==> src/rtl/iterative_alu.sv <==
// iterative_alu: single-cycle logic/arith ops, one-bit-per-cycle shifts, valid/ready on both sides
//   clk, rst_n (async active-low), flush (sync abort)
//   in_valid/in_ready, alu_ctrl[3:0], a/b[WIDTH-1:0]  : operation input
//   out_valid/out_ready, result[WIDTH-1:0], zero, illegal : registered result output
module iterative_alu #(
    parameter int WIDTH   = 32,
    parameter int SHAMT_W = $clog2(WIDTH)
) (
    input  logic             clk,
    input  logic             rst_n,
    input  logic             flush,
    input  logic             in_valid,
    output logic             in_ready,
    input  logic [3:0]       alu_ctrl,
    input  logic [WIDTH-1:0] a,
    input  logic [WIDTH-1:0] b,
    output logic             out_valid,
    input  logic             out_ready,
    output logic [WIDTH-1:0] result,
    output logic             zero,
    output logic             illegal
);
    typedef enum logic [1:0] {IDLE, SHIFT, DONE} state_t;
    state_t state, state_d;
    logic [WIDTH-1:0]   acc, alu_res, acc_d;
    logic [SHAMT_W-1:0] cnt;
    logic [1:0]         sop;
    logic               is_shift, alu_ill;
    // shift codes 0100/0110/0111; low two bits select sll(00)/srl(10)/sra(11)
    assign is_shift  = (alu_ctrl == 4'b0100) || (alu_ctrl == 4'b0110) || (alu_ctrl == 4'b0111);
    assign in_ready  = (state == IDLE);
    assign out_valid = (state == DONE);
    assign acc_d     = (sop == 2'b00) ? {acc[WIDTH-2:0], 1'b0} : {sop[0] & acc[WIDTH-1], acc[WIDTH-1:1]};
    always_comb begin
        alu_res = '0;
        alu_ill = 1'b0;
        case (alu_ctrl)
            4'b0000: alu_res = a + b;
            4'b0001: alu_res = a - b;
            4'b0010: alu_res = a & b;
            4'b0011: alu_res = a | b;
            4'b0101: alu_res = {{(WIDTH-1){1'b0}}, $signed(a) < $signed(b)};
            4'b1000: alu_res = {{(WIDTH-1){1'b0}}, $signed(a) >= $signed(b)};
            4'b1001: alu_res = a ^ b;
            default: alu_ill = !is_shift;
        endcase
    end
    always_comb begin
        state_d = state;
        case (state)
            IDLE:    state_d = in_valid ? (is_shift ? SHIFT : DONE) : IDLE;
            SHIFT:   state_d = (cnt == '0) ? DONE : SHIFT;
            DONE:    state_d = out_ready ? IDLE : DONE;
            default: state_d = IDLE;
        endcase
        if (flush) state_d = IDLE;
    end
    always_ff @(posedge clk or negedge rst_n) begin
        if (!rst_n) state <= IDLE;
        else        state <= state_d;
    end
    always_ff @(posedge clk or negedge rst_n) begin
        if (!rst_n) begin
            result  <= '0;
            zero    <= 1'b0;
            illegal <= 1'b0;
            acc     <= '0;
            cnt     <= '0;
            sop     <= 2'b00;
        end else if (flush) begin
            cnt <= '0;
        end else if (state == IDLE && in_valid) begin
            if (is_shift) begin
                acc <= a;
                cnt <= b[SHAMT_W-1:0];
                sop <= alu_ctrl[1:0];
            end else begin
                result  <= alu_res;
                zero    <= (alu_res == '0);
                illegal <= alu_ill;
            end
        end else if (state == SHIFT) begin
            if (cnt != '0) begin
                acc <= acc_d;
                cnt <= cnt - SHAMT_W'(1);
            end else begin
                result  <= acc;
                zero    <= (acc == '0);
                illegal <= 1'b0;
            end
        end
    end
endmodule

==> config.mk <==
export PLATFORM = sky130hd
export DESIGN_NAME = iterative_alu
export DESIGN_NICKNAME = d
export VERILOG_FILES = /design/src/rtl/iterative_alu.sv
export SDC_FILE = /design/constraint.sdc
export NUM_CORES = 1
export LEC_CHECK = 0
export CORE_ASPECT_RATIO = 0.7
export CORE_MARGIN = 2
export CORE_UTILIZATION = 40
export DETAILED_ROUTE_END_ITERATION = 8
export MAX_ROUTING_LAYER = met4
export PLACE_DENSITY = 0.57
export SETUP_SLACK_MARGIN = 0.1
export SLEW_MARGIN = 20
export SYNTH_ARGS = -nofsm -noshare
export SYNTH_HDL_FRONTEND = slang
export SYNTH_SLANG_ARGS = --single-unit
==> constraint.sdc <==
create_clock -name clk -period 3.56 [get_ports clk]
set_clock_uncertainty 0.05 [all_clocks]
set_input_delay 0.534 -clock clk [delete_from_list [all_inputs] [get_ports clk]]
set_output_delay 0.534 -clock clk [all_outputs]
set_load 0.05 [all_outputs]
# Word level (Yosys, flattened, before mapping)

Cells that the tools add are included.

Register bits: 75
Output and inout bits: 36
Logic and storage cells: 82
Input port bits: 73

Reduce and logical (&&, ||, !) cells: 20
Magnitude comparators: 2
Multiplexer cells: 30
Bitwise operators: 5
Equality and inequality tests: 15
$add $sub $neg: 3

Operators with widths:

| operator           | count |
|---|---|
| $mux 32            | 9 |
| $pmux 32 s7        | 1 |
| $logic_not 32->1   | 2 |
| $add 32x32->32     | 1 |
| $and 32x32->32     | 1 |
| $ge 32x32->1       | 1 |
| $lt 32x32->1       | 1 |
| $or 32x32->32      | 1 |
| $sub 32x32->32     | 1 |
| $xor 32x32->32     | 1 |
| $mux 5             | 5 |
| $eq 4x3->1 const B | 4 |
| $mux 2             | 5 |
| $mux 1             | 9 |
| $eq 4x2->1 const B | 2 |
| $eq 4x4->1 const B | 2 |
| $reduce_and 4->1   | 2 |
| $reduce_or 7->1    | 1 |
| $ne 2x2->1 const B | 3 |
| $pmux 2 s3         | 1 |
| $reduce_and 3->1   | 2 |
| $reduce_bool 3->1  | 2 |
| $logic_not 5->1    | 1 |
| $reduce_bool 5->1  | 1 |
| other kinds (13)   | 16 |

# Logic depth before layout (Yosys ltp)

Gate-level depths: netlist (run 1).

Word-level depth: 7
Depth in mapped cells: 15
Gate-level depth less buffers: 15

# Worst setup path after synthesis (run 1)

No wires, ideal clock.

Path kind: input to register
From: in a[0]
To: reg zero
Path slack: -0.119 ns
Path buffers: 0
Stages on the path: 13
Library setup time: 0.092 ns
Arrival: 3.538 ns
Path through: ha_1 fa_1 a211oi_1 o41a_1 a211oi_1 o21ai_1 a21oi_1 o32a_1 a211o_1 a221o_1 a211oi_1 nand4_1 o31ai_2

Longest elaborated chain between the ends: 5
Elaborated cells between the ends (all ways): 11
Those cells by class: add/sub: 2; order compare: 2; mux: 3; bitwise: 3; reduce/logical: 1

Ends and longest elaborated chain:

| element                                      | RTL line | text |
|---|---|---|
| from (decl)                                  | 15       | `input logic [WIDTH-1:0] a,` |
| $sub 32x32->32, or another cell as far along | 39       | `4'b0001: alu_res = a - b;` |
| $pmux 32 s7 *                                | 37       | `case (alu_ctrl)` |
| $logic_not 32->1 *                           | 79       | `zero <= (alu_res == '0);` |
| $mux 1 *                                     | 73       | `if (is_shift) begin` |
| $mux 1 *                                     | 72       | `end else if (state == IDLE && in_valid) begin` |
| to (signal assigned)                         | 79       |  |
| to (signal assigned)                         | 88       | `zero <= (acc == '0);` |
| to (decl)                                    | 20       | `output logic zero,` |

Every way passes the cells marked *; elsewhere a longest branch is shown, timed or not. The select of a mux whose other input is x is not followed.
A chain may end at the register's enable or synchronous reset.

# Worst setup path in the final report (run 1)

Same ends and word-level chain as after synthesis.

==> flow_summary.yaml, run 1 <==
logic_synthesis:
  synth_flop_cell: "dfrtp_1"
  net_count_after_synthesis: 1558
  cell_taking_the_most_area_after_synthesis: "dfrtp_1"
  ys_warn_count: 0
  async_set_or_reset_flop_fraction_in_the_synthesized_netlist_pct: 100.0
  seq_area_frac_synth_pct: 19.24
  ys_seq_elements: 75
  synth_area_leaders: "dfrtp_1 (19%), ha_1 (13%), a21oi_1 (8.2%), o21ai_0 (6.7%), nand2_1 (6.3%)"
  synth_cells: 1379
  synthDominantCellAreaShare_pct: 19.24
  syn-mean-instance-area_sq_um: 7.073
  synth-edff-count: 0
  synth.cell_area_sq_mm: 0.009754
  synthDistinctLibCells: 89
sta:
  post-route-worst-setup-slack_ns: -0.2135
  fin_setup_tns_ns: -0.2829
  hold_viol_final: 0
  timing.fmax_mhz: 265.0
  period_share_pct: 106.0
  report.final.setup_viol: 3
  grt_setup_unrepaired: "yes"
  hold-worst-slack_ns: 0.2942
  worst_pin_slew_ns: 1.117
  fin_crit_ns: 3.773
  slew_violations: 0
  relSlewSlack_pct: 25.55
setup_path:
  worst-setup-path-type: "primary input to register"
  timing.critical_path.required_ns: 3.77
  startpoint_type_of_the_worst_setup_path: "primary input"
  worstSetupEndpointType: "register"
  cp_data_arrival_time_ns: 3.99
  worstPathMaxFanout: 3
detailed_routing:
  num_vias: 12640
  wl_met2_mm: 18.42
  firstDrtPassIters: 5
  drt-vias-per-instance: 5.781
  ant_nets: 0
  detail_route.wirelength.met1_mm: 21.99
  wl_met3_mm: 4.262
  drt_iter0_drc: 1087
  drc: 0
  highest-signal-layer: "met4"
  wl_mm: 45.27
  route.detailed.wl_per_inst_um: 20.71
grt:
  antenna_found_initial: 0
  global_route.overflow_total: 0
  grt_usage_pct: 35.19
  number_of_global_route_vias_before_repair: 11420
  wire_length_of_the_first_global_routing_pass_mm: 67.40
  maximum_number_of_pins_on_one_net_before_global_route_repair: 97
floorplanning:
  core_area_sq_mm: 0.02382
  die_area_sq_mm: 0.02567
  rows: 47
  die_y_um: 134.7
  design.portCount: 109
  die-width_um: 190.6
  initial_core_util_pct: 40.96
job:
  timing.max_cap.violations: 0
clock_network:
  number_of_sinks_handled_by_clock_tree_synthesis: 75
  path_clk_slew_ns: 0.07
  cts_hold_buf: 0
  clock_tree.buffer_depth: 2
  h-tree-depth: 3
  clock_latency_ns: 0.35
  cts_tree: "yes"
  cts_inserted_buffers: 9
  root_buffer_master: "clkbuf_16"
placement:
  place_congestion: 0.9917
  port-buffer-count: 108
  dpl-instance-area_sq_mm: 0.01391
  place_inst: 2102
  place_hpwl_mm: 34.48
  post-place-ws_ns: -1.189
finish:
  finish.cell_count_without_fillers: 2186
  fin_util_pct: 67.71
  syn2layout_area_growth_pct: 65.32
  layout_cell_share_with_drive_strength_beyond_1_pct: 39.94
  design.final.nets: 2043
  layout.cell_area.non_filler_sq_mm: 0.01613
  final_cell_mix: "buf_4 (437), nand2_1 (157), a21oi_1 (137)"
  layout_commonest_cell: "buf_4"
  antennaDiodeCount: 0
outcome:
  outcome: "complete, but fails checks"
  violations: "negative setup slack"
power_and_ir_drop:
  leakage_nw: 7.319
  power-per-cell-area_mw_per_mm2: 360.3
  report.power.total_mw: 5.810
  ir_drop_v: 0.0004679
min_path:
  min-delay-path-class: "primary input to async pin"
critical path: stages:
cell	delay, ns
buf_12	0.11
clkinv_8	0.04
ha_4	0.12
inv_2	0.04
fa_2	0.35
buf_6	0.13
o21a_1	0.16
o211ai_1	0.22
o311ai_2	0.14
or3_1	0.38
a211o_1	0.25
nor4_2	0.16
nand4_1	0.15
or4_4	0.56
nor4b_4	0.24
nand4_1	0.15
o31ai_2	0.24
final cells by class:
cell class,instances,area [sq um]
Clock buffer,9,225.2
Tap cell,318,397.9
Sequential cell,75,1877
Fill cell,2120,7691
Inverter,100,392.9
Clock inverter,6,65.06
Timing Repair Buffer,568,4654
Multi-Input combinational cell,1110,8513
cell usage after synthesis (7+ instances only):
cell,number
a211o_1,10
a211oi_1,31
a21o_1,19
a21oi_1,160
a22oi_1,8
a31oi_1,10
and2_1,7
and3_1,8
buf_2,9
clkbuf_1,79
dfrtp_1,75
ha_1,104
inv_1,95
mux2i_1,20
nand2_1,164
nand2b_1,22
nand3_1,21
nand4_1,14
nor2_1,111
nor2b_1,16
nor3_1,27
nor4_1,19
o211ai_1,25
o21ai_0,131
o21bai_1,7
o22ai_1,8
o31ai_1,17
or3_1,11
path summary, 6_finish.rpt:
check,start,to,slack [ns],cells past startpoint
min in group clk,result[12],result[12],0.42,2
hold reg to reg,result[12],result[12],0.42,2
setup reg to reg,cnt[0],zero,0.08,14
setup / recovery,a[0],zero,-0.21,17
max in group asynchronous,rst_n,result[28],2.53,1
hold / removal,rst_n,acc[4],0.29,1
power by group:
part | internal, mW | leakage (nW) | switching [mW] | total [mW]
combinational | 1.48 | 6.20 | 1.94 | 3.42
clock | 0.540 | 0.142 | 0.393 | 0.934
sequential | 1.11 | 0.974 | 0.345 | 1.46
total | 3.13 | 7.32 | 2.68 | 5.81
what timing repair did:
| item | CTS | global route |
|---|---|---|
| pin swaps | 65 | 81 |
| setup buffers | 34 | 37 |
| resized for setup | 195 | 227 |
| setup endpoints to repair | 21 | 18 |
cells by family after synthesis:
group           Yosys count  synth area share (%)
simple gates            461                 22.83
xor+xnor                  8                0.7183
fa+ha+maj               106                 13.75
buf+inv                 194                 7.696
mux                      24                 2.514
flops                    75                 19.24
compound gates          511                 33.25
sequential cells by signal, summed over array words and instances (netlist names):
name / cells
result: 32
illegal: 1
zero: 1
sop: 2
state: 2
acc: 32
cnt: 5
routing by layer:
layer | GRT usage (%) | vias to the layer above
li1 | - | 5942
met1 | 52.53 | 6046
met2 | 47.29 | 595
met3 | 8.524 | 55
met4 | 7.020 | 0
met5 | - | -
Note: power is estimated with default switching activity, not from simulation.
==> run 2: changes to the inputs <==
--- a/config.mk
+++ b/config.mk
@@ -5,12 +5,14 @@
 export SDC_FILE = /design/constraint.sdc
 export NUM_CORES = 1
 export LEC_CHECK = 0
+export CELL_PAD_IN_SITES_DETAIL_PLACEMENT = 1
+export CELL_PAD_IN_SITES_GLOBAL_PLACEMENT = 2
 export CORE_ASPECT_RATIO = 0.7
 export CORE_MARGIN = 2
-export CORE_UTILIZATION = 40
+export CORE_UTILIZATION = 33
 export DETAILED_ROUTE_END_ITERATION = 8
 export MAX_ROUTING_LAYER = met4
-export PLACE_DENSITY = 0.57
+export PLACE_DENSITY = 0.79
 export SETUP_SLACK_MARGIN = 0.1
 export SLEW_MARGIN = 20
 export SYNTH_ARGS = -nofsm -noshare
==> flow_summary.yaml, run 2 (synthesis gave the netlist of run 1 again) <==
finish:
  syn2layout_area_growth_pct: 65.29
  layout_commonest_cell: "buf_4"
  final_cell_mix: "buf_4 (433), nand2_1 (159), a21oi_1 (138)"
  layout_cell_share_with_drive_strength_beyond_1_pct: 39.19
  layout.cell_area.non_filler_sq_mm: 0.01612
  design.final.nets: 2047
  largest_registers: "acc: 32 flops, result: 32 flops, cnt: 5 flops"
setup_path:
  worst-setup-path-type: "primary input to register"
  timing.critical_path.required_ns: 3.78
  r2r-start: "cnt[0]"
  cp_data_arrival_time_ns: 3.95
  reg2reg_depth: 14
  timing.reg2reg.setup_slack_ns: 0.04
  worst_r2r_endpoint: "zero"
  worstSetupEndpointType: "register"
  startpoint_type_of_the_worst_setup_path: "primary input"
  worstPathMaxFanout: 3
placement:
  dpl-instance-area_sq_mm: 0.01412
  place_hpwl_mm: 39.98
  port-buffer-count: 108
  place_congestion: 0.9819
  post-place-ws_ns: -1.270
sta:
  hold_viol_final: 0
  worst_pin_slew_ns: 0.7402
  fin_crit_ns: 3.730
  slew_violations: 0
  hold-worst-slack_ns: 0.1734
  relSlewSlack_pct: 50.65
  grt_setup_unrepaired: "yes"
  post-route-worst-setup-slack_ns: -0.1699
  report.final.setup_viol: 2
  timing.fmax_mhz: 268.1
  period_share_pct: 104.8
detailed_routing:
  drt-vias-per-instance: 5.759
  drt_iter0_drc: 1144
  wl_met2_mm: 22.53
  num_vias: 12970
  wl_met3_mm: 4.108
  route.detailed.wl_per_inst_um: 23.19
  wl_mm: 52.22
  highest-signal-layer: "met4"
  drc: 0
  detail_route.wirelength.met1_mm: 24.87
  ant_nets: 0
  firstDrtPassIters: 5
outcome:
  violations: "negative setup slack"
  outcome: "complete, but fails checks"
clock_network:
  number_of_sinks_handled_by_clock_tree_synthesis: 75
  clock_latency_ns: 0.36
  clock_tree.buffer_depth: 2
  root_buffer_master: "clkbuf_16"
  h-tree-depth: 3
  path_clk_slew_ns: 0.07
  cts_tree: "yes"
  cts_inserted_buffers: 9
grt:
  grt_usage_pct: 33.98
  antenna_found_initial: 1
  maximum_number_of_pins_on_one_net_before_global_route_repair: 97
  number_of_global_route_vias_before_repair: 12890
  global_route.overflow_total: 0
  wire_length_of_the_first_global_routing_pass_mm: 78.53
floorplanning:
  rows: 52
  die_y_um: 147.8
  design.portCount: 109
  core_area_sq_mm: 0.02902
  die_area_sq_mm: 0.03097
  initial_core_util_pct: 33.62
  die-width_um: 209.5
power_and_ir_drop:
  power-per-cell-area_mw_per_mm2: 366.0
  leakage_nw: 7.335
  ir_drop_v: 0.0002534
job:
  timing.max_cap.violations: 0
min_path:
  min-delay-path-class: "primary input to async pin"
[run 2: changes by cell type in the layout (fill, tap and decap cells not counted), sizes merged]
cell | previous run | this run
clkbuf | 23 | 20
inv | 100 | 103
clkinvlp | 1 | 2
clkdlybuf4s15 | 2 | 7
clkinv | 4 | 2
bufinv | 1 | 0
diode | 0 | 1
buf | 470 | 472
[run 2: critical path: stages]
cell             delay [ns]
clkdlybuf4s50_1        0.49
inv_1                  0.07
ha_1                   0.37
nor2_1                 0.09
a2111oi_1              0.62
buf_4                  0.22
a21oi_1                0.07
or3_4                  0.42
nor4_4                 0.15
nand4_1                0.20
nor4b_4                0.33
nand4_1                0.15
o31ai_2                0.23
[run 2: worst max-delay path by stage]
stage | start | to | slack (ns) | cells past startpoint
after global routing | b[29] | zero | -0.33 | 13
after global placement | b[0] | zero | -1.18 | 16
after detailed placement | b[0] | zero | -1.27 | 16
after CTS | a[0] | zero | -0.25 | 17
final | b[29] | zero | -0.17 | 13
after floorplan | a[0] | zero | -0.08 | 14
[run 2: where the power goes]
part / leakage (nW) / switching, mW / total, mW / internal (mW)
Combinational: 6.23 / 2.07 / 3.55 / 1.48
Sequential: 0.974 / 0.300 / 1.41 / 1.11
Clock: 0.135 / 0.454 / 0.939 / 0.485
[run 2: timing repair]
item / in CTS / in global routing
cloned: 0 / 0
hold buffers: 0 / 0
buffers inserted: 30 / 30
gates resized for setup: 217 / 179
setup endpoints to repair: 24 / 17
pin swaps: 58 / 83
[run 2: routing by layer]
| metal | up-vias | GRT usage [%] |
|---|---|---|
| li1 | 5963 | - |
| met2 | 481 | 49.85 |
| met4 | 0 | 5.284 |
| met5 | - | - |
| met3 | 56 | 6.246 |
| met1 | 6470 | 49.18 |
[run 2: layout make-up]
| cell class | instances | area [sq um] |
|---|---|---|
| flip-flops and latches | 75 | 1877 |
| clock buffers | 9 | 225.2 |
| well taps | 378 | 473.0 |
| repair buffers | 572 | 4712 |
| clock inverters | 7 | 57.56 |
| inverters | 100 | 387.9 |
| diodes | 1 | 2.502 |
| fillers | 3537 | 12890 |
| multi-input cells | 1110 | 8388 |
[run 2: per-stage QoR]
stage / instances / setup TNS [ns] / utilization, % / total power, mW
final: 2252 / -0.2516 / 55.56 / 5.902
after global routing: 2252 / -0.6148 / 55.56 / 6.218
after CTS: 2224 / -0.4282 / 52.73 / 5.666
after detailed placement: 2178 / -16.35 / 48.65 / 4.552
after global placement: 2178 / -14.34 / 48.65 / 4.468
after floorplan: 1379 / -0.08432 / - / 3.007
